**config.mk**
```make
export PLATFORM = sky130hd
export DESIGN_NAME = scan_decoder_flat
export DESIGN_NICKNAME = d
export VERILOG_FILES = /design/src/rtl/scan_decoder_pkg.sv /design/src/rtl/scan_decoder_if.sv /design/src/rtl/scan_decoder_onehot_dec.sv /design/src/rtl/scan_decoder.sv /design/src/flat_wrapper.sv
export SDC_FILE = /design/constraint.sdc
export NUM_CORES = 1
export LEC_CHECK = 0
export ABC_AREA = 1
export BUFFER_PORTS_ARGS = -buffer_cell sky130_fd_sc_hd__buf_2
export CAP_MARGIN = 0
export CORE_MARGIN = 3
export CORE_UTILIZATION = 44
export DETAILED_ROUTE_END_ITERATION = 8
export GPL_TIMING_DRIVEN = 0
export HOLD_SLACK_MARGIN = 0.12
export PLACE_DENSITY_LB_ADDON = 0.3
export SYNTH_ARGS = -nofsm -noshare
export SYNTH_HDL_FRONTEND = slang
export SYNTH_SLANG_ARGS = --single-unit
```
**constraint.sdc**
```tcl
create_clock -name clk -period 1.5 [get_ports clk]
set_clock_uncertainty 0.15 [all_clocks]
set_input_delay 0.15 -clock clk [delete_from_list [all_inputs] [get_ports clk]]
set_output_delay 0.15 -clock clk [all_outputs]
set_load 0.02 [all_outputs]
```
**src/rtl/scan_decoder_pkg.sv**
```systemverilog
// scan_decoder_pkg: shared encodings for the scan decoder.
//   MODE_DIRECT / MODE_SCAN : values of the mode input.
//   state_e                 : scan FSM states (2-bit).
package scan_decoder_pkg;

    localparam logic MODE_DIRECT = 1'b0;
    localparam logic MODE_SCAN   = 1'b1;

    typedef enum logic [1:0] {
        S_IDLE  = 2'd0,
        S_DWELL = 2'd1,
        S_BLANK = 2'd2
    } state_e;

endpackage

```
**src/rtl/scan_decoder_if.sv**
```systemverilog
// scan_decoder_if: control inputs and decoded outputs of scan_decoder.
//   master: drives en_n, mode, sel, scan_last; observes d_out, cur_idx, step, wrap.
//   slave : the decoder side.
interface scan_decoder_if #(
    parameter int SEL_W = 2
);
    localparam int N_OUT = 2**SEL_W;

    logic             en_n;
    logic             mode;
    logic [SEL_W-1:0] sel;
    logic [SEL_W-1:0] scan_last;
    logic [N_OUT-1:0] d_out;
    logic [SEL_W-1:0] cur_idx;
    logic             step;
    logic             wrap;

    modport master (
        output en_n, mode, sel, scan_last,
        input  d_out, cur_idx, step, wrap
    );

    modport slave (
        input  en_n, mode, sel, scan_last,
        output d_out, cur_idx, step, wrap
    );

endinterface

```
**src/rtl/scan_decoder_onehot_dec.sv**
```systemverilog
// onehot_dec: combinational SEL_W -> 2**SEL_W one-hot decoder.
//   en  : active-high enable; 0 forces all outputs low.
//   sel : index to decode.
//   y   : one-hot result (active high).
module onehot_dec #(
    parameter  int SEL_W = 2,
    localparam int N_OUT = 2**SEL_W
) (
    input  logic             en,
    input  logic [SEL_W-1:0] sel,
    output logic [N_OUT-1:0] y
);

    assign y = en ? (N_OUT'(1) << sel) : '0;

endmodule

```
**src/rtl/scan_decoder.sv**
```systemverilog
// scan_decoder: registered n-to-2^n decoder with active-low enable, selectable
// output polarity, and an auto-scan mode that walks a one-hot output across
// indices 0..scan_last with DIV dwell cycles and BLANK all-inactive cycles each.
//   clk, rst : clock, synchronous active-high reset.
//   bus      : en_n, mode, sel, scan_last in; d_out, cur_idx, step, wrap out.
module scan_decoder
    import scan_decoder_pkg::*;
#(
    parameter int SEL_W      = 2,
    parameter int ACTIVE_LOW = 1,
    parameter int DIV        = 4,
    parameter int BLANK      = 1
) (
    input  logic           clk,
    input  logic           rst,
    scan_decoder_if.slave  bus
);

    localparam int N_OUT = 2**SEL_W;
    localparam int DW_W  = ($clog2(DIV) > 0) ? $clog2(DIV) : 1;
    localparam int BW_W  = ($clog2(BLANK + 1) > 0) ? $clog2(BLANK + 1) : 1;
    localparam logic [DW_W-1:0] DW_LAST = DW_W'(DIV - 1);
    localparam logic [BW_W-1:0] BL_LAST = BW_W'((BLANK > 0) ? BLANK - 1 : 0);

    state_e            state_q, state_d;
    logic [DW_W-1:0]   dwell_cnt_q, dwell_cnt_d;
    logic [BW_W-1:0]   blank_cnt_q, blank_cnt_d;
    logic [SEL_W-1:0]  cur_idx_q, cur_idx_d;
    logic [N_OUT-1:0]  h_q, h_d;
    logic              step_q, step_d;
    logic              wrap_q, wrap_d;

    logic              scan_on, dwell_last, blank_last, adv, dec_en;
    logic [SEL_W-1:0]  next_idx;

    assign scan_on    = ~bus.en_n & (bus.mode == MODE_SCAN);
    assign dwell_last = (dwell_cnt_q == DW_LAST);
    assign blank_last = (blank_cnt_q == BL_LAST);
    // scan_last is sampled only here, so a change lands at the next advance;
    // an index already beyond a lowered limit wraps to 0.
    assign next_idx   = (cur_idx_q >= bus.scan_last) ? '0 : cur_idx_q + SEL_W'(1);
    // Advance after the last dwell cycle (no blanking) or the last blank cycle.
    assign adv = scan_on &
                 (((state_q == S_DWELL) & dwell_last & (BLANK == 0)) |
                  ((state_q == S_BLANK) & blank_last));

    // State register
    always_ff @(posedge clk) begin
        if (rst) begin
            state_q     <= S_IDLE;
            dwell_cnt_q <= '0;
            blank_cnt_q <= '0;
            cur_idx_q   <= '0;
            h_q         <= '0;
            step_q      <= 1'b0;
            wrap_q      <= 1'b0;
        end else begin
            state_q     <= state_d;
            dwell_cnt_q <= dwell_cnt_d;
            blank_cnt_q <= blank_cnt_d;
            cur_idx_q   <= cur_idx_d;
            h_q         <= h_d;
            step_q      <= step_d;
            wrap_q      <= wrap_d;
        end
    end

    // Next-state and dwell/blank counters
    always_comb begin
        state_d     = state_q;
        dwell_cnt_d = dwell_cnt_q;
        blank_cnt_d = blank_cnt_q;
        if (!scan_on) begin
            state_d     = S_IDLE;
            dwell_cnt_d = '0;
            blank_cnt_d = '0;
        end else begin
            case (state_q)
                S_IDLE: begin
                    state_d     = S_DWELL;
                    dwell_cnt_d = '0;
                end
                S_DWELL: begin
                    if (!dwell_last) begin
                        dwell_cnt_d = dwell_cnt_q + DW_W'(1);
                    end else if (BLANK > 0) begin
                        state_d     = S_BLANK;
                        blank_cnt_d = '0;
                    end else begin
                        dwell_cnt_d = '0;
                    end
                end
                S_BLANK: begin
                    if (!blank_last) begin
                        blank_cnt_d = blank_cnt_q + BW_W'(1);
                    end else begin
                        state_d     = S_DWELL;
                        dwell_cnt_d = '0;
                    end
                end
                default: state_d = S_IDLE;
            endcase
        end
    end

    // Outputs: index, pulses, and the one-hot source index
    always_comb begin
        cur_idx_d = cur_idx_q;
        step_d    = adv;
        wrap_d    = adv & (next_idx == '0);
        if (!bus.en_n) begin
            if (bus.mode == MODE_DIRECT)
                cur_idx_d = bus.sel;
            else if (state_q == S_IDLE)
                cur_idx_d = '0;          // scan always restarts at index 0
            else if (adv)
                cur_idx_d = next_idx;
        end
    end

    // Lines are lit in direct mode and while dwelling; blank/idle/disabled are dark.
    assign dec_en = ~bus.en_n & ((bus.mode == MODE_DIRECT) | (state_d == S_DWELL));

    onehot_dec #(.SEL_W(SEL_W)) u_dec (
        .en  (dec_en),
        .sel (cur_idx_d),
        .y   (h_d)
    );

    assign bus.d_out   = (ACTIVE_LOW != 0) ? ~h_q : h_q;
    assign bus.cur_idx = cur_idx_q;
    assign bus.step    = step_q;
    assign bus.wrap    = wrap_q;

endmodule
```
**src/flat_wrapper.sv**
```systemverilog
// flat-port wrapper written by rule: the top's interface ports become plain ports
module scan_decoder_flat import scan_decoder_pkg::*;
#(
    parameter int SEL_W      = 2,
    parameter int ACTIVE_LOW = 1,
    parameter int DIV        = 4,
    parameter int BLANK      = 1
)
  (clk, rst, bus_en_n, bus_mode, bus_sel, bus_scan_last, bus_d_out, bus_cur_idx, bus_step, bus_wrap);
  scan_decoder_if #(.SEL_W(SEL_W)) bus_i ();
  input  logic clk;
  input  logic rst;
  input wire logic [$bits(bus_i.en_n)-1:0] bus_en_n;
  input wire logic [$bits(bus_i.mode)-1:0] bus_mode;
  input wire logic [$bits(bus_i.sel)-1:0] bus_sel;
  input wire logic [$bits(bus_i.scan_last)-1:0] bus_scan_last;
  output wire logic [$bits(bus_i.d_out)-1:0] bus_d_out;
  output wire logic [$bits(bus_i.cur_idx)-1:0] bus_cur_idx;
  output wire logic [$bits(bus_i.step)-1:0] bus_step;
  output wire logic [$bits(bus_i.wrap)-1:0] bus_wrap;
  assign bus_i.en_n = bus_en_n;
  assign bus_i.mode = bus_mode;
  assign bus_i.sel = bus_sel;
  assign bus_i.scan_last = bus_scan_last;
  assign bus_d_out = bus_i.d_out;
  assign bus_cur_idx = bus_i.cur_idx;
  assign bus_step = bus_i.step;
  assign bus_wrap = bus_i.wrap;
  scan_decoder #(.SEL_W(SEL_W), .ACTIVE_LOW(ACTIVE_LOW), .DIV(DIV), .BLANK(BLANK)) u_core (.clk(clk), .rst(rst), .bus(bus_i));
endmodule
```
=== Word level (Yosys, flattened, before mapping) ===
Cells that the tools add are included.

* Register bits after elaboration: 13
* Input bits: 8
* Word-level logic and storage cells: 54

* Bitwise logic cells: 12
* Add/subtract/negate cells: 3
* Reduce and logical (&&, ||, !) cells: 8
* Mux-type cells: 15
* $lt $le $gt $ge: 1
* Shift-type cells: 1
* Equality and inequality tests: 7

{| class="wikitable"
|+ Operators by type and width
! operator !! number
|-
| 2-bit 2-to-1 mux || 10
|-
| 2-bit case mux with 3 select lines || 2
|-
| 1-bit bitwise AND || 5
|-
| 1-bit NOT || 5
|-
| 2-bit by 1-bit adder with 2-bit output, second input constant || 2
|-
| 2-bit by 1-bit equality test with 1-bit output, second input constant || 2
|-
| 2-bit equality test, second input constant || 2
|-
| 2-bit zero test || 2
|-
| 2-bit != test, second input constant || 2
|-
| 4-bit NOT || 1
|-
| 2-bit OR reduction || 2
|-
| 1-bit by 2-bit << shifter with 4-bit output, first input constant || 1
|-
| 3-bit AND reduction || 1
|-
| 3-bit nonzero test || 1
|-
| 2-bit >= comparator || 1
|-
| 1-bit 2-to-1 mux || 2
|-
| 2-bit by 1-bit != test with 1-bit output, second input constant || 1
|-
| 1-bit case mux with 2 select lines || 1
|-
| 2-bit AND reduction || 1
|-
| 2-bit nonzero test || 1
|-
| 1-bit adder, second input constant || 1
|-
| 1-bit OR || 1
|}

=== Depth between registers and ports, before layout ===
Gate-level depths: netlist (run 1).

* Depth after elaboration: 9
* Mapped depth: 12

=== By module ===
A second synthesis (run 1) with hierarchy kept.

* Cell total of the unflattened synthesis: 95
* Area total of the unflattened synthesis: 609.3 um2

{| class="wikitable"
|+ By module, submodules not included
! module !! instances !! seq. area each (um2) !! cells each !! area each (um2)
|-
| scan_decoder || 1 || 240.2 || 87 || 579.3
|-
| onehot_dec || 1 || 0.0 || 8 || 30.0
|}

=== Worst setup path before layout (run 1) ===
OpenSTA, ideal clock, no wires.

* Kind: register -> register
* Start: reg u_core.cur_idx_q[0] (netlist: u_core.bus.cur_idx[0])
* End: reg u_core.h_q[1]
* Arrival: 1410 ps
* Stages on the path, launching flop included: 13
* Path buffers: 0
* Library setup time: 113 ps
* Setup slack: -173 ps
* Path through: dfxtp_1 > inv_1 > ha_1 > inv_1 > nand2_1 > nand2_1 > nand2_1 > nor2_1 > nand2_1 > nand2_2 > nand2_2 > nand2_2 > nor2_1

* Word-level cells in the longest chain between the ends: 7
* Elaborated cells between the ends (all ways): 8
* Those cells by class: 1 x add/sub; 1 x order compare; 1 x shift; 5 x mux

{| class="wikitable"
|+ Ends and longest elaborated chain
! what !! line !! text
|-
| start: declaration || scan_decoder.sv:28 || <nowiki>logic [SEL_W-1:0] cur_idx_q, cur_idx_d;</nowiki>
|-
| start signal: assignment || scan_decoder.sv:61 || <nowiki>cur_idx_q <= cur_idx_d;</nowiki>
|-
| 2-bit by 1-bit adder with 2-bit output / 2-bit >= comparator (equally long branches) || scan_decoder.sv:41 || <nowiki>assign next_idx = (cur_idx_q >= bus.scan_last) ? '0 : cur_idx_q + SEL_W'(1);</nowiki>
|-
| 2-bit 2-to-1 mux || scan_decoder.sv:41 ||
|-
| 2-bit 2-to-1 mux || scan_decoder.sv:116 || <nowiki>else if (adv)</nowiki>
|-
| 2-bit 2-to-1 mux || scan_decoder.sv:114 || <nowiki>else if (state_q == S_IDLE)</nowiki>
|-
| 2-bit 2-to-1 mux || scan_decoder.sv:112 || <nowiki>if (bus.mode == MODE_DIRECT)</nowiki>
|-
| 2-bit 2-to-1 mux (*) || scan_decoder.sv:111 || <nowiki>if (!bus.en_n) begin</nowiki>
|-
| 1-bit by 2-bit << shifter with 4-bit output (*) || scan_decoder_onehot_dec.sv:14 || <nowiki>assign y = en ? (N_OUT'(1) << sel) : '0;</nowiki>
|-
| end signal: assignment || scan_decoder.sv:54 || <nowiki>h_q <= '0;</nowiki>
|-
| end signal: assignment || scan_decoder.sv:62 || <nowiki>h_q <= h_d;</nowiki>
|-
| end: declaration || scan_decoder.sv:29 || <nowiki>logic [N_OUT-1:0] h_q, h_d;</nowiki>
|}

Every way passes the cells marked *; elsewhere a longest branch is shown, timed or not.
A chain may end at the register's enable or synchronous reset.

=== Worst setup path in the final report (run 1) ===
* Start: in bus_en_n
* End: reg u_core.h_q[0]

* Word-level cells in the longest chain between the ends: 8
* Elaborated cells between the ends (all ways): 14
* Those cells by class: 1 x eq/ne; 1 x shift; 5 x mux; 6 x bitwise; 1 x reduce/logical

{| class="wikitable"
|+ Ends and longest elaborated chain
! what !! line !! text
|-
| start: declaration || flat_wrapper.sv:13 || <nowiki>input wire logic [$bits(bus_i.en_n)-1:0] bus_en_n;</nowiki>
|-
| 1-bit NOT || scan_decoder.sv:36, scan_decoder.sv:122 ||
|-
| 1-bit bitwise AND || scan_decoder.sv:36 || <nowiki>assign scan_on = ~bus.en_n & (bus.mode == MODE_SCAN);</nowiki>
|-
| 1-bit bitwise AND / 2-bit 2-to-1 mux (equally long branches) || scan_decoder.sv:43, scan_decoder.sv:73 ||
|-
| 2-bit 2-to-1 mux / 2-bit by 1-bit equality test with 1-bit output (equally long branches) || scan_decoder.sv:116, scan_decoder.sv:122 ||
|-
| 2-bit 2-to-1 mux / 1-bit OR (equally long branches) || scan_decoder.sv:114, scan_decoder.sv:122 ||
|-
| 2-bit 2-to-1 mux / 1-bit bitwise AND (equally long branches) || scan_decoder.sv:112, scan_decoder.sv:122 ||
|-
| 2-bit 2-to-1 mux / 1-bit NOT (equally long branches) || -- ||
|-
| 1-bit by 2-bit << shifter with 4-bit output / 2-bit OR reduction (equally long branches) || -- ||
|}

Parallel ways exist; a longest one is shown, timed or not.

==> results_dict.tcl, run 1 <==
set metrics [dict create \
    hp-start "bus_sel[0]" \
    crit_chain "dlygate4sd3_1, buf_2, nor2_2, nand2_4, nor2_1, nand2_1, nand3_1, nand2_2, inv_2, nor2_1" \
    synthArstFlopShare 0 \
    grt_pass1_vias 486 \
    startpoint_type "primary input" \
    die_area_um2 1840 \
    seq_area_frac_synth 0.402 \
    antenna_found_initial 0 \
    criticalPathCategory "in2reg" \
    multi_input_area_um2 305 \
    critPathTopFamily "buffers and inverters" \
    drt-vias-per-instance 4.60 \
    synth_xor_area_frac 0.0146 \
    peakVddDrop_mv 0.509 \
    synth_fp_nets 93 \
    gr-usage-all-layers 0.140 \
    postSynthCellCount 82 \
    slew_headroom 0.882 \
    layout.nets 120 \
    cap_violations 0 \
    ys_ff_latch 12 \
    required_ps 1530 \
    synthTopCellsByCount "nor2_1 (14), nand2_1 (13), dfxtp_1 (12), inv_1 (12), nand2_2 (5)" \
    cpPeakStageDelay_ps 540 \
    hp-class "in2reg" \
    p_leak_nw 0.424 \
    setup_viol 0 \
    synthFlopType "dfxtp_1" \
    post-dp-hpwl_um 813 \
    cts-root-buf "clkbuf_4" \
    tightest_slew_ps 176 \
    synth_top_area_share 0.402 \
    synth_top_family_by_area "simple AND/OR/NAND/NOR gates" \
    synth_top_area_cell "dfxtp_1" \
    grt_pass1_wl_um 1910 \
    synth-simple-area-share 0.341 \
    place_ws_ps -47.5 \
    clkLatencyLatePin_ps 280 \
    drt-wirelength-per-cell_um 9.18 \
    synth.most_common_cell "nor2_1" \
    drt_iter0_markers 2 \
    report.final.slew_viol_count 0 \
    drive_above_1_share 0.472 \
    synth_mux_area_frac 0 \
    hold_ws_ps 167 \
    setup_slack_ps 53.7 \
    row_count 12 \
    critPathBufInv 3 \
    fp.dieH_um 42.9 \
    outcome "finished clean" \
    p_per_area_nw_per_um2 866 \
    clkSlewWorstSetupHoldPaths_ps 80 \
    avgSynthCellArea_um2 7.29 \
    cts_tree "done" \
    placed_cell_area_um2 696 \
    cts_sinks 12 \
    rsz0062_at_grt "true" \
    diodes 0 \
    period_minus_slack_ps 1450 \
    synth-edff-count 0 \
    worst_path_max_delay_cell "dlygate4sd3_1" \
    synth_fa_ha_area_frac 0.0628 \
    clock_path_buffers 2 \
    port_buffers 15 \
    fmax_ghz 0.691 \
    start_util 0.504 \
    drt_pass1_iterations 4 \
    cp_max_fo 6 \
    drc 0 \
    rr_startpoint "u_core.bus.cur_idx[0]" \
    endpoint_kind "flop" \
    critical_path_arrival_ps 1470 \
    grt_remaining_overflow 0 \
    num_vias 561 \
    fin_crit_sh 0.964 \
    synth.distinct_cells 20 \
    core_area_um2 1190 \
    path_common_cell "nor2_1" \
    drt_wl_total_um 1120 \
    die_w_um 42.9 \
    crit_path_start "bus_en_n" \
    synth-compound-area-share 0.0460 \
    design_area_um2 823 \
    fill_cells 100 \
    final-seq-area_um2 246 \
    synthToLayoutAreaGrowth_pct 37.7 \
    htreeDepth 1 \
    pin_count 16 \
    yosysWarnings 0 \
    ant_nets 0 \
    synthTopCellsByArea "dfxtp_1 (40%), nor2_1 (8.8%), nand2_1 (8.2%)" \
    synth_area_um2 598 \
    grt_max_degree 8 \
    numCtsBuffers 3 \
    place_congestion 0.744 \
    finalHoldViolCount 0 \
]
where the power goes:
group / switching (mW) / total [mW] / internal (mW)
combinational: 0.0653 / 0.117 / 0.0519
clock: 0.114 / 0.261 / 0.148
sequential: 0.00761 / 0.335 / 0.327
total: 0.187 / 0.713 / 0.526
registers in the layout (all words and copies together) (netlist names):
| name | count |
|---|---|
| u_core.dwell_cnt_q | 2 |
| u_core.bus.wrap | 1 |
| u_core.bus.cur_idx | 2 |
| u_core.state_q | 2 |
| u_core.bus.step | 1 |
| u_core.h_q | 4 |
stage by stage:
| step | total power, mW | setup TNS (ps) | cells | util |
|---|---|---|---|---|
| 3_5_place_dp | 0.430 | -107 | 111 | 0.586 |
| 2_1_floorplan | 0.400 | 0 | 82 | - |
| 4_1_cts | 0.714 | 0 | 121 | 0.676 |
| 5_1_grt | 0.753 | -186 | 122 | 0.694 |
| 3_3_place_gp | 0.427 | -71.7 | 111 | 0.586 |
| 6_report | 0.713 | 0 | 122 | 0.694 |
layer usage:
metal,GRT usage,vias to the layer above,part of all wire
met4,0.0932,0,0.030
met5,0,-,0
met2,0.225,15,0.48
li1,-,295,-
met3,0.0381,5,0.054
met1,0.160,246,0.43
cells by family (layout without fill, tap and decap cells):
logic type,after synthesis,after routing
AND/OR/NAND/NOR,42,42
buffers and inverters,19,45
flip-flops,12,12
AO/OA/AOI/OAI,5,5
adder cells (fa/ha/maj),3,3
XOR/XNOR,1,1
final timing paths:
kind | endpoint | slack, ps | cells after the start
setup reg to reg | u_core.h_q[0] | 60 | 12
setup / recovery | u_core.h_q[0] | 50 | 10
hold reg to reg | u_core.dwell_cnt_q[1] | 320 | 2
hold / removal | u_core.bus.cur_idx[0] | 170 | 5
final cells by class:
| class | instances | share of cell area |
|---|---|---|
| clock buffers | 4 | 0.0441 |
| plain buffers | 1 | 0.0137 |
| well taps | 14 | 0.0213 |
| multi-input cells | 51 | 0.371 |
| repair buffers | 22 | 0.164 |
| inverters | 18 | 0.0866 |
| flip-flops and latches | 12 | 0.299 |
cell usage in the layout (no fill, tap or decap), drive strengths merged:
master,instances
a211oi,1
a21oi,3
buf,20
clkbuf,4
clkinv,1
dfxtp,12
dlygate4sd3,3
ha,3
inv,17
nand2,19
nand3,6
nor2,15
nor3b,1
o21ai,1
or2,1
xor2,1
timing repair:
item | in CTS | in global routing
endpoints found under the hold margin | 8 | 0
pin swaps | 7 | 11
endpoints found under the setup margin | 5 | 6
resized for setup | 4 | 7
hold buffers | 3 | 0
buffers inserted | 3 | 1
worst min-delay path: stages:
cell	delay, ps
buf_2	80
a21oi_1	60
nand3_1	90
nand2_2	90
nor2_1	80
Note: power is estimated with default switching activity, not from simulation.
==> run 2: changes to the inputs <==
--- a/config.mk
+++ b/config.mk
@@ -16,4 +16,5 @@
 export PLACE_DENSITY_LB_ADDON = 0.3
 export SYNTH_ARGS = -nofsm -noshare
 export SYNTH_HDL_FRONTEND = slang
+export SYNTH_HIERARCHICAL = 1
 export SYNTH_SLANG_ARGS = --single-unit
==> run 2 against run 1 <==
The flow now finishes with violations (setup timing); combinational power grew 20%; via count grew 10%; clock-buffer cell count is the same; global-route usage grew 0.81 points; total power grew 0.66%; clock power shrank 7%; utilization grew 3.0 points; critical path depth grew 4; critical path type is now reg2reg; sequential share of layout area shrank 1.7 points; first-iteration DRC count grew to 5.5 times the previous value; wire length grew 16%; fmax shrank 18%.
==> results_dict.tcl, run 2 <==
set metrics [dict create \
    outcome "finished with violations" \
    violations "setup timing" \
    synth_area_um2 609 \
    row_count 12 \
    layout_commonest_cell "inv_1" \
    cpPeakStageDelay_ps 360 \
    synth_top_area_share 0.394 \
    cp_max_fo 4 \
    cts-root-buf "clkbuf_4" \
    reg2regPathDepth 14 \
    grt_pass1_wl_um 2100 \
    slew_headroom 0.758 \
    yosysWarnings 6 \
    cap_violations 0 \
    critPathTopFamily "simple AND/OR/NAND/NOR gates" \
    synthToLayoutAreaGrowth_pct 42.7 \
    drt_wl_total_um 1300 \
    fill_cells 100 \
    grt_max_degree 9 \
    seqPwrFrac 0.465 \
    synth.most_common_cell "inv_1" \
    avgSynthCellArea_um2 6.41 \
    fin_crit_sh 1.18 \
    drt-vias-per-instance 4.50 \
    rr_startpoint "u_core/bus.cur_idx[0]" \
    crit_path_start "u_core/bus.cur_idx[0]" \
    num_vias 617 \
    period_minus_slack_ps 1770 \
    drc 0 \
    required_ps 1550 \
    startpoint_type "flop" \
    critPathCapture "u_core/bus.cur_idx[0]" \
    grt_remaining_overflow 0 \
    r2r_slack_ps -270 \
    report.final.slew_viol_count 0 \
    switching_share 0.249 \
    multi_input_area_um2 308 \
    largest_reg_flops 4 \
    critPathBufInv 5 \
    synthArstFlopShare 0 \
    tightest_slew_ps 360 \
    setup_slack_ps -268 \
    die_w_um 43.2 \
    layout.nets 135 \
    synth_fp_nets 106 \
    drt_pass1_iterations 4 \
    place_ws_ps -195 \
    core_area_um2 1200 \
    clkLatencyLatePin_ps 260 \
    endpoint_kind "flop" \
    drt_iter0_markers 11 \
    power.switching_uw 179 \
    synthTopCellsByArea "dfxtp_1 (39%), inv_1 (15%), nand2_1 (13%)" \
    post-dp-hpwl_um 849 \
    clkSlewWorstSetupHoldPaths_ps 70 \
    antenna_found_initial 0 \
    drt-wirelength-per-cell_um 9.50 \
    ys_ff_latch 12 \
    numCtsBuffers 3 \
    clock_path_buffers 2 \
    internal-power_uw 539 \
    diodes 0 \
    gr-usage-all-layers 0.148 \
    synthTopCellsByCount "inv_1 (24), nand2_1 (21), nor2_1 (19), dfxtp_1 (12), a21oi_1 (5)" \
    postSynthCellCount 95 \
    final-seq-area_um2 245 \
    worst_path_max_delay_cell "dfxtp_4" \
    port_buffers 14 \
    ant_nets 0 \
    path_common_cell "nand2_2" \
    p_leak_nw 0.436 \
    fp.dieH_um 43.2 \
    crit_chain "inv_4, ha_4, inv_2, nand2_2, nand2_2, nand3_2, nand2_1, nand2_1, nand2_2, nand2_2, buf_4, buf_6, buf_6, nor2_2" \
    p_per_area_nw_per_um2 826 \
    cts_sinks 12 \
    hp-class "in2reg" \
    total_power_uw 718 \
    synthFlopType "dfxtp_1" \
    finalHoldViolCount 0 \
    synth-edff-count 0 \
    fmax_ghz 0.566 \
    drive_above_1_share 0.358 \
    synth_top_area_cell "dfxtp_1" \
    htreeDepth 1 \
    cts_tree "done" \
    start_util 0.507 \
    hold_ws_ps 127 \
    seq_area_frac_synth 0.394 \
    final_cell_mix "inv_1 (19), nor2_1 (18), nand2_1 (16)" \
    die_area_um2 1870 \
    critical_path_arrival_ps 1820 \
    place_congestion 0.724 \
    criticalPathCategory "reg2reg" \
    grt_pass1_vias 556 \
    regMostFlops "u_core/h_q" \
    setup_viol 5 \
    r2r_end "u_core/bus.cur_idx[0]" \
    path_depth 14 \
    rsz0062_at_grt "true" \
    p_clk_frac 0.340 \
    pwr-share-comb 0.194 \
    pin_count 16 \
    peakVddDrop_mv 0.675 \
    synth.distinct_cells 15 \
    final.setup.tns_ps -1020 \
]
==> run 2: power groups by stage <==
stage,Clock (mW),Sequential (mW),Combinational (mW)
CTS,0.256,0.334,0.114
finish,0.244,0.334,0.140
global placement,0,0.342,0.0894
detailed placement,0,0.342,0.0925
floorplan,0,0.345,0.0597
global route,0.274,0.336,0.156
==> run 2: stage by stage <==
stage                     utilization  area [um2]  instances
after detailed placement        0.597         717        123
after global routing            0.724         870        137
after floorplan                     -         629         95
after CTS                       0.682         820        134
final                           0.724         870        137
after global placement          0.597         717        123
==> run 2: timing repair <==
item,4_1_cts,5_1_grt
hold buffers,4,1
pin swaps,3,7
setup buffers,3,3
setup endpoints to repair,4,6
gates resized for setup,2,11
hold endpoints to repair,9,1
==> run 2: cell families (layout without fill, tap and decap cells) <==
| logic type | count (synthesis) | after routing | synth area share |
|---|---|---|---|
| flip-flops | 12 | 12 | 0.394 |
| buffers and inverters | 26 | 54 | 0.160 |
| adder cells (fa/ha/maj) | 3 | 3 | 0.0616 |
| AND/OR/NAND/NOR | 47 | 47 | 0.320 |
| XOR/XNOR | 1 | 1 | 0.0144 |
| AO/OA/AOI/OAI | 6 | 6 | 0.0493 |
==> run 2: worst min-delay path: cells and delay by family <==
kind	cells	cell delay [ps]
buf+inv	1	140
simple gates	3	210
==> run 2: final cells by class <==
cell class | instances | area share
Tap cell | 14 | 0.0201
Clock buffer | 4 | 0.0417
Sequential cell | 12 | 0.282
Multi-Input combinational cell | 57 | 0.354
Buffer | 1 | 0.00432
Inverter | 25 | 0.111
Timing Repair Buffer | 24 | 0.187
==> run 2: routing by layer <==
| layer | vias to the layer above | share of wire | track usage |
|---|---|---|---|
| met3 | 0 | 0.063 | 0.0805 |
| met4 | 0 | 0 | 0.0241 |
| met1 | 270 | 0.35 | 0.142 |
| met5 | - | 0 | 0 |
| li1 | 331 | - | - |
| met2 | 16 | 0.58 | 0.277 |
==> run 2: worst min path at each step <==
| stage | start | endpoint | depth (start not counted) |
|---|---|---|---|
| CTS | bus_mode | u_core/bus.step | 5 |
| detailed placement | u_core/dwell_cnt_q[1] | u_core/dwell_cnt_q[1] | 2 |
| global route | bus_en_n | u_core/bus.step | 4 |
| finish | bus_en_n | u_core/bus.step | 4 |
| global placement | u_core/dwell_cnt_q[1] | u_core/dwell_cnt_q[1] | 2 |
| floorplan | bus_en_n | u_core/bus.cur_idx[0] | 3 |
